### config.mk
export PLATFORM = sky130hd
export DESIGN_NAME = ws2812_serializer
export DESIGN_NICKNAME = d
export VERILOG_FILES = /design/src/rtl/ws2812_pkg.sv /design/src/rtl/ws2812_serializer.sv
export SDC_FILE = /design/constraint.sdc
export NUM_CORES = 1
export LEC_CHECK = 0
export ABC_AREA = 1
export BUFFER_PORTS_ARGS = -buffer_cell sky130_fd_sc_hd__buf_2
export CAP_MARGIN = 25
export CELL_PAD_IN_SITES_DETAIL_PLACEMENT = 0
export CELL_PAD_IN_SITES_GLOBAL_PLACEMENT = 2
export CORE_UTILIZATION = 32
export DETAILED_ROUTE_END_ITERATION = 8
export PLACE_DENSITY = 0.76
export SETUP_SLACK_MARGIN = 0.1
export SLEW_MARGIN = 10
export SYNTH_ARGS = -nofsm -noshare
export SYNTH_HDL_FRONTEND = slang
export SYNTH_SLANG_ARGS = --single-unit
### constraint.sdc
create_clock -name clk -period 2.7 [get_ports clk]
set_input_delay 0.27 -clock clk [delete_from_list [all_inputs] [get_ports clk]]
set_output_delay 0.27 -clock clk [all_outputs]
set_load 0.005 [all_outputs]
### src/rtl/ws2812_pkg.sv
// Shared definitions for the WS2812 LED output path: pixel width, default
// 25 MHz bit timing, and the serializer state encoding.
package ws2812_pkg;

  localparam int unsigned PIXEL_W = 24;

  // Default timing in clk cycles at 25 MHz (40 ns per cycle).
  localparam int unsigned DEF_T0H     = 10;
  localparam int unsigned DEF_T1H     = 20;
  localparam int unsigned DEF_T_BIT   = 31;
  localparam int unsigned DEF_T_RESET = 7500;

  typedef enum logic [1:0] {
    IDLE  = 2'd0,
    SEND  = 2'd1,
    LATCH = 2'd2
  } ws_state_t;

  // High time of one data bit for the given bit value.
  function automatic int unsigned high_time(input logic bit_val,
                                            input int unsigned t0h,
                                            input int unsigned t1h);
    return bit_val ? t1h : t0h;
  endfunction

endpackage

### src/rtl/ws2812_serializer.sv
// Serializes 24-bit GRB pixels MSB-first onto a WS2812 data line with
// pulse-width-coded bits, and drives the line low for the latch interval on request.
module ws2812_serializer
  import ws2812_pkg::*;
#(
  parameter int unsigned T0H     = DEF_T0H,
  parameter int unsigned T1H     = DEF_T1H,
  parameter int unsigned T_BIT   = DEF_T_BIT,
  parameter int unsigned T_RESET = DEF_T_RESET
) (
  input  logic               clk,
  input  logic               rst,
  input  logic [PIXEL_W-1:0] pixel_data,
  input  logic               pixel_valid,
  output logic               pixel_ready,
  input  logic               latch,
  output logic               busy,
  output logic               led_out
);

  localparam int unsigned CNT_W = $clog2(T_RESET + 1);

  localparam logic [CNT_W-1:0] T0H_C      = CNT_W'(T0H);
  localparam logic [CNT_W-1:0] T1H_C      = CNT_W'(T1H);
  localparam logic [CNT_W-1:0] BIT_LAST   = CNT_W'(T_BIT - 1);
  localparam logic [CNT_W-1:0] LATCH_LAST = CNT_W'(T_RESET - 1);
  localparam logic [4:0]       IDX_LAST   = 5'(PIXEL_W - 1);

  ws_state_t          state_q, state_d;
  logic [PIXEL_W-1:0] shift_q, shift_d;
  logic [4:0]         idx_q, idx_d;
  logic [CNT_W-1:0]   cnt_q, cnt_d;
  logic               pend_q, pend_d;
  logic               led_d;
  logic               last_cycle;
  logic               accept;

  assign last_cycle = (state_q == SEND) && (idx_q == IDX_LAST) && (cnt_q == BIT_LAST);

  always_comb begin
    pixel_ready = !pend_q && ((state_q == IDLE) || last_cycle);
    accept      = pixel_valid && pixel_ready;
    busy        = (state_q != IDLE) || pend_q;
  end

  always_comb begin
    state_d = state_q;
    shift_d = shift_q;
    idx_d   = idx_q;
    cnt_d   = cnt_q;
    pend_d  = pend_q;

    // Requests during LATCH are absorbed so the low time is never extended.
    if (latch && (state_q != LATCH)) begin
      pend_d = 1'b1;
    end

    unique case (state_q)
      IDLE: begin
        if (accept) begin
          state_d = SEND;
          shift_d = pixel_data;
          idx_d   = '0;
          cnt_d   = '0;
        end else if (pend_q || latch) begin
          state_d = LATCH;
          cnt_d   = '0;
          pend_d  = 1'b0;
        end
      end

      SEND: begin
        if (cnt_q == BIT_LAST) begin
          cnt_d = '0;
          if (idx_q == IDX_LAST) begin
            if (accept) begin
              shift_d = pixel_data;
              idx_d   = '0;
            end else begin
              state_d = IDLE;
            end
          end else begin
            shift_d = {shift_q[PIXEL_W-2:0], 1'b0};
            idx_d   = idx_q + 5'd1;
          end
        end else begin
          cnt_d = cnt_q + CNT_W'(1);
        end
      end

      LATCH: begin
        if (cnt_q == LATCH_LAST) begin
          state_d = IDLE;
          cnt_d   = '0;
        end else begin
          cnt_d = cnt_q + CNT_W'(1);
        end
      end

      default: begin
        state_d = IDLE;
        cnt_d   = '0;
      end
    endcase
  end

  // The line level is derived from next-cycle state so the registered output
  // goes high in the first cycle after the accept edge.
  always_comb begin
    led_d = 1'b0;
    if (state_d == SEND) begin
      led_d = cnt_d < (shift_d[PIXEL_W-1] ? T1H_C : T0H_C);
    end
  end

  always_ff @(posedge clk) begin
    if (rst) begin
      state_q <= IDLE;
      shift_q <= '0;
      idx_q   <= '0;
      cnt_q   <= '0;
      pend_q  <= 1'b0;
      led_out <= 1'b0;
    end else begin
      state_q <= state_d;
      shift_q <= shift_d;
      idx_q   <= idx_d;
      cnt_q   <= cnt_d;
      pend_q  <= pend_d;
      led_out <= led_d;
    end
  end

endmodule
-- After elaboration in Yosys (flattened, before gate mapping)
Index checks and enable logic that the tools add are counted.
- eq/ne operators: 8
- order comparisons: 1
- mux-type cells: 25
- bitwise operators: 1
- add/sub/neg operators: 2
- reduce and logical (&&, ||, !) cells: 14
- operators by type and width (operator ; count):
    two-way mux 24 bit ; 3
    two-way mux 13 bit ; 4
    one-hot mux 24 bit (2 select lines) ; 1
    one-hot mux 13 bit (3 select lines) ; 1
    two-way mux 5 bit ; 4
    adder 13 x 1 -> 13 bit (second input constant) ; 1
    equality test 13 bit (second input constant) ; 1
    equality test 13 x 5 -> 1 bit (second input constant) ; 1
    less-than comparator 13 x 5 -> 1 bit ; 1
    two-way mux 2 bit ; 6
    one-hot mux 5 bit (2 select lines) ; 1
    one-hot mux 2 bit (3 select lines) ; 1
    adder 5 x 1 -> 5 bit (second input constant) ; 1
    equality test 5 bit (second input constant) ; 1
    logical AND 1 bit ; 5
    equality test 2 x 1 -> 1 bit (second input constant) ; 2
    two-way mux 1 bit ; 4
    nonzero test 2 bit ; 2
    logical OR 1 bit ; 3
    equality test 2 bit (second input constant) ; 1
    logical NOT 2 bit ; 1
    != test 2 x 1 -> 1 bit (second input constant) ; 1
    != test 2 bit (second input constant) ; 1
    AND reduction 2 bit ; 1
    other kinds (3) ; 3
- word-level logic and storage cells: 58
- input bits: 28
- bits in registers: 46
- output and inout bits: 3

-- Depth between registers and ports, before layout
- depth after elaboration: 13
- gate-level depth with buffers: 20
- depth with buffers taken out: 20

-- Worst setup path before layout
No wires, ideal clock.
- path type: reg-to-reg
- start: register idx_q[0]
- end: register led_out
- library setup time: 66 ps
- data required time: 2634 ps
- slack: 600 ps
- data arrival time: 2034 ps
- path buffers: 0
- period minus slack after synthesis: 2100 ps
- cell stages (with the launch flop): 21
- path through: dfxtp_1 -> ha_1 -> nand2_1 -> inv_2 -> nand2_1 -> nor2_1 -> nand3_2 -> nand2_4 -> nand2_4 -> nand2_1 -> nand3_1 -> nand2_1 -> nand2_1 -> nand2_1 -> inv_1 -> ha_1 -> inv_1 -> nand2_1 -> nand2_1 -> nand3_1 -> a21oi_2
- cells in the longest elaborated chain, start to end: 13
- elaborated cells between the ends (all ways): 22
- classes of those cells: order compare (1); eq/ne (2); mux (12); bitwise (1); reduce/logical (6)
- RTL lines (what ; RTL line ; source):
    start, declared ; ws2812_serializer.sv:31 ; logic [4:0] idx_q, idx_d;
    start signal, assigned ; ws2812_serializer.sv:127 ; idx_q <= idx_d;
    equality test 5 bit (*) ; ws2812_serializer.sv:38 ; assign last_cycle = (state_q == SEND) && (idx_q == IDX_LAST) && (cnt_q == BIT_LAST);
    logical AND 1 bit (*) (2 in series) ; ws2812_serializer.sv:38 ;
    logical OR 1 bit (*) ; ws2812_serializer.sv:41 ; pixel_ready = !pend_q && ((state_q == IDLE) || last_cycle);
    logical AND 1 bit (*) ; ws2812_serializer.sv:41 ;
    net pixel_ready ; ws2812_serializer.sv:15 ; output logic pixel_ready,
    logical AND 1 bit (*) ; ws2812_serializer.sv:42 ; accept = pixel_valid && pixel_ready;
    branches (longest 7 deep; another with less-than comparator 13 x 5 -> 1 bit) ; n/a ;
    end signal, assigned ; ws2812_serializer.sv:130 ; led_out <= led_d;
    end, declared ; ws2812_serializer.sv:18 ; output logic led_out
Mark *: on every way through the listed nets, which the timed path passes. The select of a mux whose other input is x is not followed.
A chain may end at the register's enable or synchronous reset.

-- Worst setup path after layout
- start: register idx_q[1]
- end: register led_out
- cells in the longest elaborated chain, start to end: 13
- elaborated cells between the ends (all ways): 22
- classes of those cells: order compare (1); eq/ne (2); mux (12); bitwise (1); reduce/logical (6)
- RTL lines (what ; RTL line):
    equality test 5 bit (*) ; ws2812_serializer.sv:38, ws2812_serializer.sv:75
    branches (longest 12 deep; another with less-than comparator 13 x 5 -> 1 bit) ; n/a
Every way passes the cells marked *. The select of a mux whose other input is x is not followed.

==> results.md <==
* Layout cell share with drive strength beyond 1 at 0.190
* Horiz. Die Dim at about 94 microns
* Clock skew at 11.6 ps
* H-tree depth at 2
* CORE AREA at approximately 8200 sq um
* Crit Reg-Reg Endpoint: led_out$_SDFF_PP0_
* Critical-path maximum fanout at 4
* Critical path startpoint category: flop
* Largest net degree at the start of global routing at 48
* Final worst path period need at about 2300 ps
* Unrepaired setup endpoints after global routing: no
* Count of non-filler cells in the finished layout at about 530
* Initial Util at 0.330
* Max-slew headroom at 0.647
* Nets@finish at ~450
* Reg2reg setup slack at 390 ps
* Status: finished, final reports clean
* Port bufs at 30
* DRC viols at 0
* Vias at between 2000 and 3000
* Tot GR Track Use at 0.169
* Synth area leader: dfxtp_1
* Number of max-cap violations at 0
* Crit Path Class: flop to flop
* Avg Vias per Cell at roughly 4.9
* Final Wtd Congestion at roughly 0.84
* Warnings, synthesis at 0
* Vias in the first global route at 2505
* Max Freq at ~430 MHz
* Post-synth top area share at 0.340
* Hold bufs inserted after CTS at 0
* Post-detail-place hpwl at approximately 4.8 mm
* Clock root cell: clkbuf_8
* Avg Cell Area, Syn at roughly 7 sq um
* # IOs at 31
* Antenna viol nets, final at 0
* Crit end category: flop
* RR Startpoint: idx_q[1]$_SDFFE_PP0P_
* Yosys reg bits at 46
* Antenna violations before repair at 0
* Area grow syn2layout at 13.3%
* Worst-Skew Late Latency at 300 ps
* Distinct cells, synth at 41
* Final Util at 0.374
* Num CTS Buffers at 5
* Count of final setup violators at 0
* Hold path startpoint: pixel_data[0]
* Worst Path Required at about 3000 ps
* Die Outline Area at 8840 sq um
* Worst Hold End: shift_q[0]$_SDFFE_PP0P_
* Ys flop type: dfxtp_1
* Mapped Area at 2710 sq um
* Floorplan row count at 33
* Tightest Hold Check Type: primary input to flop
* Clock-pin transition on the worst setup and hold timing paths at 90 ps
* Pre-Repair DR Iteration Count at 4
* Dominant cells by area after synthesis: dfxtp_1 (34%), inv_1 (8.4%), nand2_1 (7.8%)
* Most frequent cells in the layout: inv_1 (61), nand2_1 (55), dfxtp_1 (44)
* Worst-margin pin slew at between 500 and 600 ps
* Commonest non-fill, non-tap cell in the layout: inv_1
* Slew Viols, Final at 0
* Ant diodes at 0
* Fill count at approximately 890
* CP arrival at 2560 ps
* FF-to-FF path depth at 20
* Max Buffers Root-to-Sink at 2
* Final Hold Fails at 0
* Peak VDD IR at 0.000233 V
* Post-route clock period utilization at 0.856
* TritonCTS clock tree: done
* CTS Sinks at 46
* First-pass GRT wire length at around 12 mm
* Wire per inst at around 13 microns
* Routed WL at 6.83 mm
* Number of synthesized flops with an enable pin at 0
* Die Span Y at approximately 94 microns
* Mapped Nets at 426
* Placed cell count at approximately 520
* Leak at between 1 and 1.5 nW
* P per Cell Area at roughly 600 nW/um^2
* DRT iter0 DRCs at between 80 and 90
* Post-Syn Instances at 393
* Overflow after GRT at 0
* Async S/R FF share, synth at 0
* Sequential share of the synthesized area at 0.340
* Hold depth at 3
* Setup_tns at 0 ps
==> metrics by stage <==
stage               hold slack (ps)  area, sq um  total power, W  worst slack (ps)
global placement                466         2950         0.00134               288
finish                          239         3070         0.00184               390
detailed placement              472         2950         0.00135               321
global route                    263         3070         0.00199               110
CTS                             233         3060         0.00187               278
floorplan                       348         2710         0.00122               600
==> area by class of cell <==
| cell class | count | area (sq um) | area share |
|---|---|---|---|
| clock buffer | 7 | 76.3 | 0.0248 |
| clock inverter | 1 | 30.0 | 0.00978 |
| inverter | 72 | 270 | 0.0880 |
| multi-input combinational | 260 | 1450 | 0.473 |
| sequential | 46 | 923 | 0.301 |
| tap | 105 | 131 | 0.0428 |
| timing repair buffer | 35 | 188 | 0.0611 |
==> worst max-delay path by stage <==
stage / start / end / slack, ps / depth (start not counted)
3_5_place_dp: idx_q[0]$_SDFFE_PP0P_ / led_out$_SDFF_PP0_ / 320 / 20
2_1_floorplan: idx_q[0]$_SDFFE_PP0P_ / led_out$_SDFF_PP0_ / 600 / 20
4_1_cts: idx_q[0]$_SDFFE_PP0P_ / led_out$_SDFF_PP0_ / 280 / 20
3_3_place_gp: idx_q[0]$_SDFFE_PP0P_ / led_out$_SDFF_PP0_ / 290 / 19
6_report: idx_q[1]$_SDFFE_PP0P_ / led_out$_SDFF_PP0_ / 390 / 20
5_1_grt: idx_q[0]$_SDFFE_PP0P_ / led_out$_SDFF_PP0_ / 110 / 20
==> synth_stat cells, types with 3 or more instances <==
| library cell | instances |
|---|---|
| nor2_1 | 32 |
| nor2_2 | 5 |
| clkbuf_1 | 5 |
| ha_1 | 5 |
| nand4_1 | 7 |
| nand2_2 | 4 |
| a31oi_1 | 6 |
| dfxtp_1 | 46 |
| inv_1 | 61 |
| buf_2 | 5 |
| o211ai_1 | 6 |
| a21oi_1 | 33 |
| nand3_1 | 14 |
| inv_2 | 10 |
| nand2_1 | 56 |
| o21ai_0 | 11 |
| o21a_1 | 16 |
| nand2_4 | 3 |
| nor3_1 | 3 |
| o21ai_1 | 19 |
| o22ai_1 | 18 |
| a21oi_2 | 3 |
==> report_power, final <==
part,total (W),switching (W),internal (W)
registers,0.000793,0.0000364,0.000756
logic,0.000533,0.000334,0.000199
clock network,0.000517,0.000240,0.000277
total,0.00184,0.000610,0.00123
==> timing repair <==
action                     CTS  global route
buffers inserted             0             0
resized for setup            0             5
setup endpoints to repair    0             1
==> registers in the layout (all words and copies together), names as in the netlist <==
signal   cells
state_q      2
idx_q        5
led_out      1
cnt_q       13
shift_q     24
pend_q       1
==> per-layer routing <==
metal	track usage	wire length, microns
met1	0.217	3310
met2	0.290	3250
met3	0.0299	193
met4	0.0474	65
met5	0	0
==> critical path, cell delays in order, from the launching register on <==
cell	delay, ps
dfxtp_1	360
ha_1	180
nand2_1	80
inv_2	80
nand2_2	90
nor2_2	100
nand3_2	110
nand2_4	90
nand2_4	50
nand2_1	70
nand3_1	80
nand2_1	80
inv_1	50
nand2_1	80
inv_1	70
ha_1	290
inv_1	60
nand2_1	40
nand2_1	70
nand3_1	90
a21oi_2	120
==> cells by family after synthesis <==
logic type / after synthesis / synth area share
XOR/XNOR: 2 / 0.00646
buffers and inverters: 87 / 0.128
multiplexers: 1 / 0.00415
flip-flops: 46 / 0.340
AO/OA/AOI/OAI: 118 / 0.263
AND/OR/NAND/NOR: 134 / 0.235
adder cells (fa/ha/maj): 5 / 0.0231
Note: power is estimated with default switching activity, not from simulation.
